==> config.mk <==
export PLATFORM = sky130hd
export DESIGN_NAME = pipe_ctrl_unit
export DESIGN_NICKNAME = d
export VERILOG_FILES = /design/src/rtl/ctrl_defs_pkg.sv /design/src/rtl/pipe_ctrl_unit_decoder.sv /design/src/rtl/pipe_ctrl_unit.sv
export SDC_FILE = /design/constraint.sdc
export NUM_CORES = 1
export LEC_CHECK = 0
export ABC_AREA = 0
export BUFFER_PORTS_ARGS = -buffer_cell sky130_fd_sc_hd__buf_2
export CORE_MARGIN = 1.5
export CORE_UTILIZATION = 57
export DETAILED_ROUTE_END_ITERATION = 8
export GPL_TIMING_DRIVEN = 0
export MAX_ROUTING_LAYER = met4
export PLACE_DENSITY = 0.95
export SETUP_SLACK_MARGIN = 0.5
export SLEW_MARGIN = 20
export SYNTH_ARGS = -nofsm -noshare
export SYNTH_HDL_FRONTEND = slang
export SYNTH_SLANG_ARGS = --single-unit
==> constraint.sdc <==
create_clock -name clk -period 6.3 [get_ports clk]
set_input_delay 0.63 -clock clk [delete_from_list [all_inputs] [get_ports clk]]
set_output_delay 0.63 -clock clk [all_outputs]
set_load 0.005 [all_outputs]
==> src/rtl/ctrl_defs_pkg.sv <==
// Shared control encodings, MIPS opcode/funct constants and the pipelined control word.
package ctrl_defs;

  localparam logic [5:0] OP_RTYPE = 6'h00, OP_J    = 6'h02, OP_JAL  = 6'h03, OP_BEQ  = 6'h04,
                         OP_BLEZ  = 6'h06, OP_SLTI = 6'h0a, OP_ORI  = 6'h0d, OP_LUI  = 6'h0f,
                         OP_LB    = 6'h20, OP_LH   = 6'h21, OP_LW   = 6'h23, OP_LBU  = 6'h24,
                         OP_LHU   = 6'h25, OP_SB   = 6'h28, OP_SH   = 6'h29, OP_SW   = 6'h2b;

  localparam logic [5:0] FN_SLL  = 6'h00, FN_SLLV = 6'h04, FN_JR  = 6'h08, FN_JALR = 6'h09,
                         FN_ADDU = 6'h21, FN_SUBU = 6'h23, FN_AND = 6'h24, FN_OR   = 6'h25,
                         FN_SLT  = 6'h2a;

  localparam logic [3:0] ALU_NONE = 4'd0, ALU_ADD = 4'd1, ALU_SUB = 4'd2, ALU_AND = 4'd3,
                         ALU_OR   = 4'd4, ALU_SLL = 4'd5, ALU_SLLV = 4'd6, ALU_SLT = 4'd7,
                         ALU_LUI  = 4'd8;

  localparam logic [2:0] BR_PC4 = 3'd0, BR_BEQ = 3'd1, BR_BLEZ = 3'd2, BR_J = 3'd3, BR_JR = 3'd4;

  localparam logic [2:0] WDSEL_NONE = 3'd0, WDSEL_ALU = 3'd1, WDSEL_DM = 3'd2, WDSEL_PC4 = 3'd3;

  localparam logic [2:0] DM_NONE = 3'd0, DM_W = 3'd1, DM_H = 3'd2, DM_HU = 3'd3,
                         DM_B    = 3'd4, DM_BU = 3'd5;

  localparam logic [1:0] TUSE_NONE = 2'd3;
  localparam logic [4:0] REG_RA    = 5'd31;

  typedef struct packed {
    logic [3:0] alu_control;
    logic       alu_b_sel_imm;
    logic       dm_wr;
    logic [2:0] dm_type;
    logic [2:0] wd_sel;
    logic [4:0] a3;
    logic [1:0] tnew;
  } ctrl_word_t;

  // A source register conflicts with a producer that will not have its result in time.
  function automatic logic stage_hazard(input logic [4:0] addr, input logic [1:0] tuse,
                                        input logic [4:0] e_a3, input logic [1:0] e_tnew,
                                        input logic [4:0] m_a3, input logic [1:0] m_tnew);
    return (addr != 5'd0) &&
           (((addr == e_a3) && (tuse < e_tnew)) || ((addr == m_a3) && (tuse < m_tnew)));
  endfunction

endpackage

==> src/rtl/pipe_ctrl_unit_decoder.sv <==
// Single D-stage decoder: instruction -> control word, operand use times and NPC select.
module instr_decoder
  import ctrl_defs::*;
#(
  parameter int TNEW_LOAD = 2,
  parameter int TNEW_ALU  = 1
) (
  input  logic [31:0] instr,
  output ctrl_word_t  cw,
  output logic [1:0]  rs_tuse,
  output logic [1:0]  rt_tuse,
  output logic [2:0]  br,
  output logic        ext_op
);

  logic [5:0] op, funct;
  logic [4:0] rt, rd;

  assign op    = instr[31:26];
  assign funct = instr[5:0];
  assign rt    = instr[20:16];
  assign rd    = instr[15:11];

  always_comb begin
    cw      = '0;
    rs_tuse = TUSE_NONE;
    rt_tuse = TUSE_NONE;
    br      = BR_PC4;
    ext_op  = 1'b0;
    // The all-zero word is the canonical nop; keep it an all-zero control word too.
    if (instr != 32'h0) begin
      case (op)
        OP_RTYPE: begin
          case (funct)
            FN_ADDU, FN_SUBU, FN_AND, FN_OR, FN_SLT, FN_SLLV: begin
              case (funct)
                FN_ADDU: cw.alu_control = ALU_ADD;
                FN_SUBU: cw.alu_control = ALU_SUB;
                FN_AND:  cw.alu_control = ALU_AND;
                FN_OR:   cw.alu_control = ALU_OR;
                FN_SLT:  cw.alu_control = ALU_SLT;
                default: cw.alu_control = ALU_SLLV;
              endcase
              cw.wd_sel = WDSEL_ALU;
              cw.a3     = rd;
              cw.tnew   = 2'(TNEW_ALU);
              rs_tuse   = 2'd1;
              rt_tuse   = 2'd1;
            end
            FN_SLL: begin
              cw.alu_control = ALU_SLL;
              cw.wd_sel      = WDSEL_ALU;
              cw.a3          = rd;
              cw.tnew        = 2'(TNEW_ALU);
              rt_tuse        = 2'd1;
            end
            FN_JR: begin
              br      = BR_JR;
              rs_tuse = 2'd0;
            end
            FN_JALR: begin
              br        = BR_JR;
              rs_tuse   = 2'd0;
              cw.wd_sel = WDSEL_PC4;
              cw.a3     = rd;
            end
            default: ;
          endcase
        end
        OP_LB, OP_LBU, OP_LH, OP_LHU, OP_LW: begin
          cw.alu_control   = ALU_ADD;
          cw.alu_b_sel_imm = 1'b1;
          cw.wd_sel        = WDSEL_DM;
          cw.a3            = rt;
          cw.tnew          = 2'(TNEW_LOAD);
          ext_op           = 1'b1;
          rs_tuse          = 2'd1;
          case (op)
            OP_LB:   cw.dm_type = DM_B;
            OP_LBU:  cw.dm_type = DM_BU;
            OP_LH:   cw.dm_type = DM_H;
            OP_LHU:  cw.dm_type = DM_HU;
            default: cw.dm_type = DM_W;
          endcase
        end
        OP_SB, OP_SH, OP_SW: begin
          cw.alu_control   = ALU_ADD;
          cw.alu_b_sel_imm = 1'b1;
          cw.dm_wr         = 1'b1;
          ext_op           = 1'b1;
          rs_tuse          = 2'd1;
          rt_tuse          = 2'd2;
          case (op)
            OP_SB:   cw.dm_type = DM_B;
            OP_SH:   cw.dm_type = DM_H;
            default: cw.dm_type = DM_W;
          endcase
        end
        OP_BEQ: begin
          br      = BR_BEQ;
          ext_op  = 1'b1;
          rs_tuse = 2'd0;
          rt_tuse = 2'd0;
        end
        OP_BLEZ: begin
          br      = BR_BLEZ;
          ext_op  = 1'b1;
          rs_tuse = 2'd0;
        end
        OP_J: br = BR_J;
        OP_JAL: begin
          br        = BR_J;
          cw.wd_sel = WDSEL_PC4;
          cw.a3     = REG_RA;
        end
        OP_LUI, OP_ORI, OP_SLTI: begin
          cw.alu_control   = (op == OP_LUI) ? ALU_LUI : ((op == OP_ORI) ? ALU_OR : ALU_SLT);
          cw.alu_b_sel_imm = 1'b1;
          cw.wd_sel        = WDSEL_ALU;
          cw.a3            = rt;
          cw.tnew          = 2'(TNEW_ALU);
          ext_op           = (op == OP_SLTI);
          rs_tuse          = (op == OP_LUI) ? TUSE_NONE : 2'd1;
        end
        default: ;
      endcase
      // A write to $0 produces nothing a consumer could wait for.
      if (cw.a3 == 5'd0) cw.tnew = 2'd0;
    end
  end

endmodule

==> src/rtl/pipe_ctrl_unit.sv <==
// Pipelined control: decode once in D, carry the control word through E/M/W, stall on Tuse/Tnew.
module pipe_ctrl_unit
  import ctrl_defs::*;
#(
  parameter int REG_AW    = 5,
  parameter int TNEW_LOAD = 2,
  parameter int TNEW_ALU  = 1,
  parameter int HAZARD_EN = 1
) (
  input  logic              clk,
  input  logic              reset,
  input  logic [31:0]       D_instr,
  input  logic              ext_flush,
  output logic              stall,
  output logic [2:0]        D_Br,
  output logic              D_EXTOp,
  output logic [3:0]        E_ALUControl,
  output logic              E_ALUBSelImm,
  output logic [REG_AW-1:0] E_A3,
  output logic [1:0]        E_Tnew,
  output logic              M_DMWr,
  output logic [2:0]        M_DMType,
  output logic [REG_AW-1:0] M_A3,
  output logic [1:0]        M_Tnew,
  output logic              W_RFWr,
  output logic [2:0]        W_WDSel,
  output logic [REG_AW-1:0] W_A3
);

  ctrl_word_t d_cw, e_q;
  logic [1:0] rs_tuse, rt_tuse;
  logic [4:0] rs_addr, rt_addr;
  logic       hazard;

  logic [4:0] m_a3_q, w_a3_q;
  logic [1:0] m_tnew_q;
  logic       m_dm_wr_q;
  logic [2:0] m_dm_type_q, m_wd_sel_q, w_wd_sel_q;

  instr_decoder #(
    .TNEW_LOAD (TNEW_LOAD),
    .TNEW_ALU  (TNEW_ALU)
  ) u_dec (
    .instr   (D_instr),
    .cw      (d_cw),
    .rs_tuse (rs_tuse),
    .rt_tuse (rt_tuse),
    .br      (D_Br),
    .ext_op  (D_EXTOp)
  );

  assign rs_addr = D_instr[25:21];
  assign rt_addr = D_instr[20:16];

  assign hazard = stage_hazard(rs_addr, rs_tuse, e_q.a3, e_q.tnew, m_a3_q, m_tnew_q) ||
                  stage_hazard(rt_addr, rt_tuse, e_q.a3, e_q.tnew, m_a3_q, m_tnew_q);
  assign stall  = (HAZARD_EN != 0) ? hazard : 1'b0;

  always_ff @(posedge clk) begin
    if (reset) begin
      e_q         <= '0;
      m_a3_q      <= '0;
      m_tnew_q    <= '0;
      m_dm_wr_q   <= 1'b0;
      m_dm_type_q <= '0;
      m_wd_sel_q  <= '0;
      w_a3_q      <= '0;
      w_wd_sel_q  <= '0;
    end else begin
      e_q         <= (stall || ext_flush) ? '0 : d_cw;
      m_a3_q      <= e_q.a3;
      m_tnew_q    <= (e_q.tnew == 2'd0) ? 2'd0 : e_q.tnew - 2'd1;
      m_dm_wr_q   <= e_q.dm_wr;
      m_dm_type_q <= e_q.dm_type;
      m_wd_sel_q  <= e_q.wd_sel;
      w_a3_q      <= m_a3_q;
      w_wd_sel_q  <= m_wd_sel_q;
    end
  end

  assign E_ALUControl = e_q.alu_control;
  assign E_ALUBSelImm = e_q.alu_b_sel_imm;
  assign E_A3         = REG_AW'(e_q.a3);
  assign E_Tnew       = e_q.tnew;
  assign M_DMWr       = m_dm_wr_q;
  assign M_DMType     = m_dm_type_q;
  assign M_A3         = REG_AW'(m_a3_q);
  assign M_Tnew       = m_tnew_q;
  assign W_RFWr       = (w_a3_q != 5'd0);
  assign W_WDSel      = w_wd_sel_q;
  assign W_A3         = REG_AW'(w_a3_q);

endmodule

* Word level (Yosys, flattened, before mapping)
Index checks and enable logic that the tools add are counted.
Operators by class: equal/unequal tests 27, bitwise gates (word level) 1, reduce and logical (&&, ||, !) cells 32, mux-type cells 27, $lt $le $gt $ge 4, add/sub/neg operators 1
Operators with widths (number):
- == test 6 bit (second input constant) | 13
- nonzero test 32 bit | 1
- == test 6 x 4 -> 1 bit (second input constant) | 5
- one-hot mux 7 bit (4 select lines) | 1
- one-hot mux 3 bit (4 select lines) | 2
- == test 5 bit | 4
- == test 6 x 3 -> 1 bit (second input constant) | 3
- one-hot mux 3 bit (2 select lines) | 3
- one-hot mux 3 bit (5 select lines) | 1
- nonzero test 5 bit | 3
- one-hot mux 7 bit (2 select lines) | 1
- == test 6 x 2 -> 1 bit (second input constant) | 2
- zero test 6 bit | 2
- one-hot mux 2 bit (3 select lines) | 2
- one-hot mux 4 bit (3 select lines) | 1
- OR reduction 11 bit | 1
- 2-to-1 mux 2 bit | 5
- OR reduction 10 bit | 1
- OR reduction 3 bit | 3
- less-than comparator 2 bit | 4
- 2-to-1 mux 8 bit | 1
- one-hot mux 2 bit (4 select lines) | 1
- OR reduction 2 bit | 4
- OR reduction 8 bit | 1
- other kinds (15) | 27
Word-level totals: logic and storage cells 106, bits in registers 41, input bits 35, output and inout bits 37

* Depth between registers and ports, before layout
depth after elaboration 12, mapped depth 14, gate-level depth less buffers 12

* Cells and area by module
Synthesis repeated with hierarchy kept, for this count alone.
Unflattened totals: cells, all modules 329, area, all modules 2601.2 sq um
Modules (own cells, without submodules):
- pipe_ctrl_unit | area an instance 1631.6 sq um, seq. area each 820.8 sq um, times used 1, cells an instance 173
- instr_decoder | area an instance 969.7 sq um, seq. area each 0.0 sq um, times used 1, cells an instance 156

* Worst setup path after synthesis
OpenSTA, ideal clock, no wires.
kind input to output, start point input D_instr[0], end point output stall, buffers on the path 1, required time 5670 ps, path slack 2784 ps, arrival 2886 ps, cell stages on the path 10, cell sequence buf_2 > nor4_1 > nand4_1 > nor4_4 > nor3_1 > o21ai_0 > ha_1 > or4_1 > o211ai_4 > or2_2
Between the ends: word-level cells in the longest chain between the ends 10, elaborated cells between the ends (all ways) 32, those cells by class order compare (4); eq/ne (8); mux (6); reduce/logical (14)
Ends and longest elaborated chain:
- from (decl) | RTL line pipe_ctrl_unit.sv:12 | input logic [31:0] D_instr,
- == test 6 bit (tied with other cells) | RTL line pipe_ctrl_unit_decoder.sv:34 | case (funct)
- OR reduction 6 bit (tied with other cells) | RTL line pipe_ctrl_unit_decoder.sv:34
- one-hot mux 2 bit (2 select lines) or 2-to-1 mux 2 bit (tied branches) | RTL line pipe_ctrl_unit_decoder.sv:34
- one-hot mux 2 bit (4 select lines) or one-hot mux 2 bit (3 select lines) (tied branches) | RTL line pipe_ctrl_unit_decoder.sv:32 | case (op)
- 2-to-1 mux 2 bit | RTL line pipe_ctrl_unit_decoder.sv:31 | if (instr != 32'h0) begin
- less-than comparator 2 bit | RTL line ctrl_defs_pkg.sv:42 | (((addr == e_a3) && (tuse < e_tnew)) || ((addr == m_a3) && (tuse < m_tnew)));
- logical AND 1 bit | RTL line ctrl_defs_pkg.sv:42
- logical OR 1 bit | RTL line ctrl_defs_pkg.sv:42
- logical AND 1 bit | RTL line ctrl_defs_pkg.sv:41 | return (addr != 5'd0) &&
- logical OR 1 bit (*) | RTL line pipe_ctrl_unit.sv:55 | assign hazard = stage_hazard(rs_addr, rs_tuse, e_q.a3, e_q.tnew, m_a3_q, m_tnew_q) ||
- to (decl) | RTL line pipe_ctrl_unit.sv:14 | output logic stall,
Every way passes the cells marked *; elsewhere a longest branch is shown, timed or not.

* Worst setup path after layout
start point input D_instr[26], end point output stall
Between the ends: word-level cells in the longest chain between the ends 9, elaborated cells between the ends (all ways) 37, those cells by class order compare (4); eq/ne (13); mux (5); reduce/logical (15)
Ends and longest elaborated chain (RTL line):
- == test 6 bit (tied with other cells) | pipe_ctrl_unit_decoder.sv:32
- OR reduction 8 bit (no line) (tied with other cells)
- one-hot mux 2 bit (4 select lines) or one-hot mux 2 bit (3 select lines) (tied branches) | pipe_ctrl_unit_decoder.sv:32
- 2-to-1 mux 2 bit | pipe_ctrl_unit_decoder.sv:31
- less-than comparator 2 bit | ctrl_defs_pkg.sv:42
- logical AND 1 bit | ctrl_defs_pkg.sv:42
- logical OR 1 bit | ctrl_defs_pkg.sv:42
- logical AND 1 bit | ctrl_defs_pkg.sv:41
- logical OR 1 bit (*) | pipe_ctrl_unit.sv:55
Marked as above.

==> metrics.cfg <==
[critical_path]
cpMostUsedCell=buf_2
arrival_ns=3.59
path_cells=buf_2 -> buf_2 -> buf_1 -> a21o_1 -> o21ai_0 -> a221oi_1 -> nor3_1 -> o21ai_0 -> ha_1 -> or4_1 -> o211ai_4 -> or2_2 -> buf_2
crit_family=compound AO/OA/AOI/OAI gates
required_ns=5.67
rr_startpoint=E_Tnew[1]
critPathBufInv=4
critPathMaxFanout=10
critical-path-max-stage-delay_ns=0.59
path_depth=13
crit_path_start_kind=input port
r2r_cells=8
setup.worst_path.end_class=output pin
critPathLaunch=D_instr[26]
rrSetupSlack_ns=4.39
worstSetupPathType=input port to output pin
slowest_stage=or4_1
endpoint=stall
rr_endpoint=E_A3[3]

[logic_synthesis]
yosys_most_used_dff=dfxtp_1
synth-xor-area-share_pct=6.28
synth_area_um2=2650
synth.avg_cell_area_um2=8.75
synth_top_family_by_area=simple AND/OR/NAND/NOR gates
synth-edff-count=0
ys_types=66
synth_fp_nets=343
async_flop_share_pct=0
synth_simple_gate_area_share_pct=36.8
yosysWarnings=0
syn_inst=303
yosys.area_share.adder_pct=2.36
synth-seq-cells=38
seq_area_frac_synth_pct=28.7
synth_compound_area_share_pct=14.9
synth_mux_area_share_pct=0.755

[power_and_ir_drop]
p_leak_uw=0.00139
p_per_area_nw_per_um2=169
ir_worst_vdd_mv=0.0824

[floorplanning]
die_area_um2=5070
io_pins=72
core_um2=4410
dieWidth_um=71.2
row_count=24
fp.dieH_um=71.2
initial_utilization_pct=60.1

[sta]
rsz0062_at_grt=no
whs_ns=0.440
final_max_slew_viol_count=0
relSlewSlack_pct=63.8
final.period_utilization_pct=67.0
fin_tns_setup_ns=0
post-route-min-period_ns=4.22
fin_worst_skew_ns=0.00577
fmax_ghz=0.237
setup_viol=0
worstMarginPinSlew_ns=0.538
finalHoldViolations=0

[drt]
met1_length_mm=2.82
drc=0
top_layer=met4
drt-total-wl_mm=6.84
drt_iter0_markers=185
wl_met3_um=508
dr.pass1.iters=5
detailroute.via_count=2577
wire_per_inst_um=15.9
routed-wl-met2_mm=3.29
via_per_inst=5.99
ant_nets=0

[clock_tree]
cts.sinks=38
clock-root-buffer=clkbuf_8
numCtsBuffers=5
clk_pin_slew_ns=0.07
post_cts_resized=0
cts_hold_buffers=0
clk-insertion-delay-late_ns=0.29
htreeDepth=2
ctsLongestPathBuffers=2
cts_tree=built
postCtsSetupBuffers=0

[placed_design]
gp_congestion=0.956
portBuffers=67
dp.cells=422
hpwl_mm=5.17

[layout]
drive_gt1_share_pct=35.4
area_growth_pct=19.1
final_cells=430
fill_cells=351
nets=417
final_util_pct=71.5
diodes=0

[run_status]
outcome=finished clean

[grt]
antenna_found_initial=0
grt_util_all_layers_pct=28.4
grt_overflow=0
grt_pass1_wl_mm=11.2
grt_pass1_vias=2385
grt_max_degree=12

[hold_path]
hold_class=flip-flop to flip-flop

[job]
drv_cap=0

cells by family (layout without fill, tap and decap cells):
| group | after synthesis | after routing |
|---|---|---|
| AO/OA/AOI/OAI | 55 | 55 |
| adder cells (fa/ha/maj) | 5 | 5 |
| buffers and inverters | 39 | 114 |
| multiplexers | 2 | 2 |
| flip-flops | 38 | 38 |
| AND/OR/NAND/NOR | 144 | 144 |
| other | 1 | 1 |
| XOR/XNOR | 19 | 19 |
metrics by stage:
stage                     area, um^2  power (uW)  worst slack (ns)
after floorplan                 2650         305              2.78
after global placement          3050         334              2.21
after detailed placement        3050         337              2.19
after CTS                       3160         535              2.17
after global routing            3160         557              1.97
final                           3160         535              2.08
sequential cells by signal, summed over array words and instances, names as in the netlist:
signal,cells
E_Tnew,2
M_DMType,3
W_A3,5
W_WDSel,2
m_wd_sel_q,2
E_ALUControl,4
M_DMWr,1
M_Tnew,2
e_q,6
E_ALUBSelImm,1
M_A3,5
E_A3,5
final cells by class:
type	count	area, um^2	share of cell area (%)
Tap cell	52	65.1	2.06
Clock buffer	7	76.3	2.42
Clock inverter	1	30.0	0.951
Multi-Input combinational cell	226	1620	51.3
Timing Repair Buffer	67	335	10.6
Sequential cell	38	761	24.1
Inverter	9	33.8	1.07
Buffer	30	235	7.45
worst min-delay path by stage:
stage	end	slack (ns)	startpoint	depth (start not counted)
2_1_floorplan	M_DMType[0]	0.41	e_q[10]	1
5_1_grt	M_DMType[2]	0.46	e_q[12]	1
3_5_place_dp	W_WDSel[1]	0.43	m_wd_sel_q[1]	1
6_report	W_WDSel[1]	0.44	m_wd_sel_q[1]	1
4_1_cts	W_WDSel[1]	0.44	m_wd_sel_q[1]	1
3_3_place_gp	W_WDSel[0]	0.42	m_wd_sel_q[0]	1
cells in the mapped netlist, types with 8 or more instances:
cell type | number | share of area, %
inv_1 | 9 | 1.3
buf_4 | 12 | 3.4
nor4_1 | 9 | 2.1
nand2b_1 | 8 | 1.9
o21ai_0 | 11 | 2.1
a21oi_1 | 14 | 2.6
nor2_1 | 14 | 2.0
nor3_2 | 11 | 4.2
nor3_1 | 16 | 3.0
xnor2_1 | 15 | 5.0
dfxtp_1 | 38 | 29
nor2b_1 | 21 | 5.0
nand4_1 | 8 | 1.9
nand2_1 | 19 | 2.7
placed cells by master (no fill, tap or decap), drive strengths merged, types with 2 or more instances in the layout:
cell type  instances
nand4b             2
dfxtp             38
or4                3
a21oi             15
a21o               5
nor2b             22
inv                9
a221o              2
and3               2
nor3              28
a221oi             5
or3                4
mux2i              2
nor4              13
o22ai              3
a211oi             4
xor2               4
nand2b             8
o21ai             14
buf               92
nand4              9
clkbuf            12
ha                 5
nand2             20
nor3b              4
nand3              3
xnor2             15
nor2              15
where the power goes:
part	switching, uW	internal, uW	leakage (uW)	total (uW)
Clock	82.3	118	0.0000524	201
Combinational	53.6	37.9	0.00103	91.5
Sequential	0.802	242	0.000306	242
layer usage:
metal  vias to the layer above  global-route usage (%)
li1                       1234                       -
met1                      1173                    34.5
met2                       141                    46.0
met3                        29                    4.99
met4                         0                    12.4
met5                         -                       -
(Power assumes the default switching activity.)
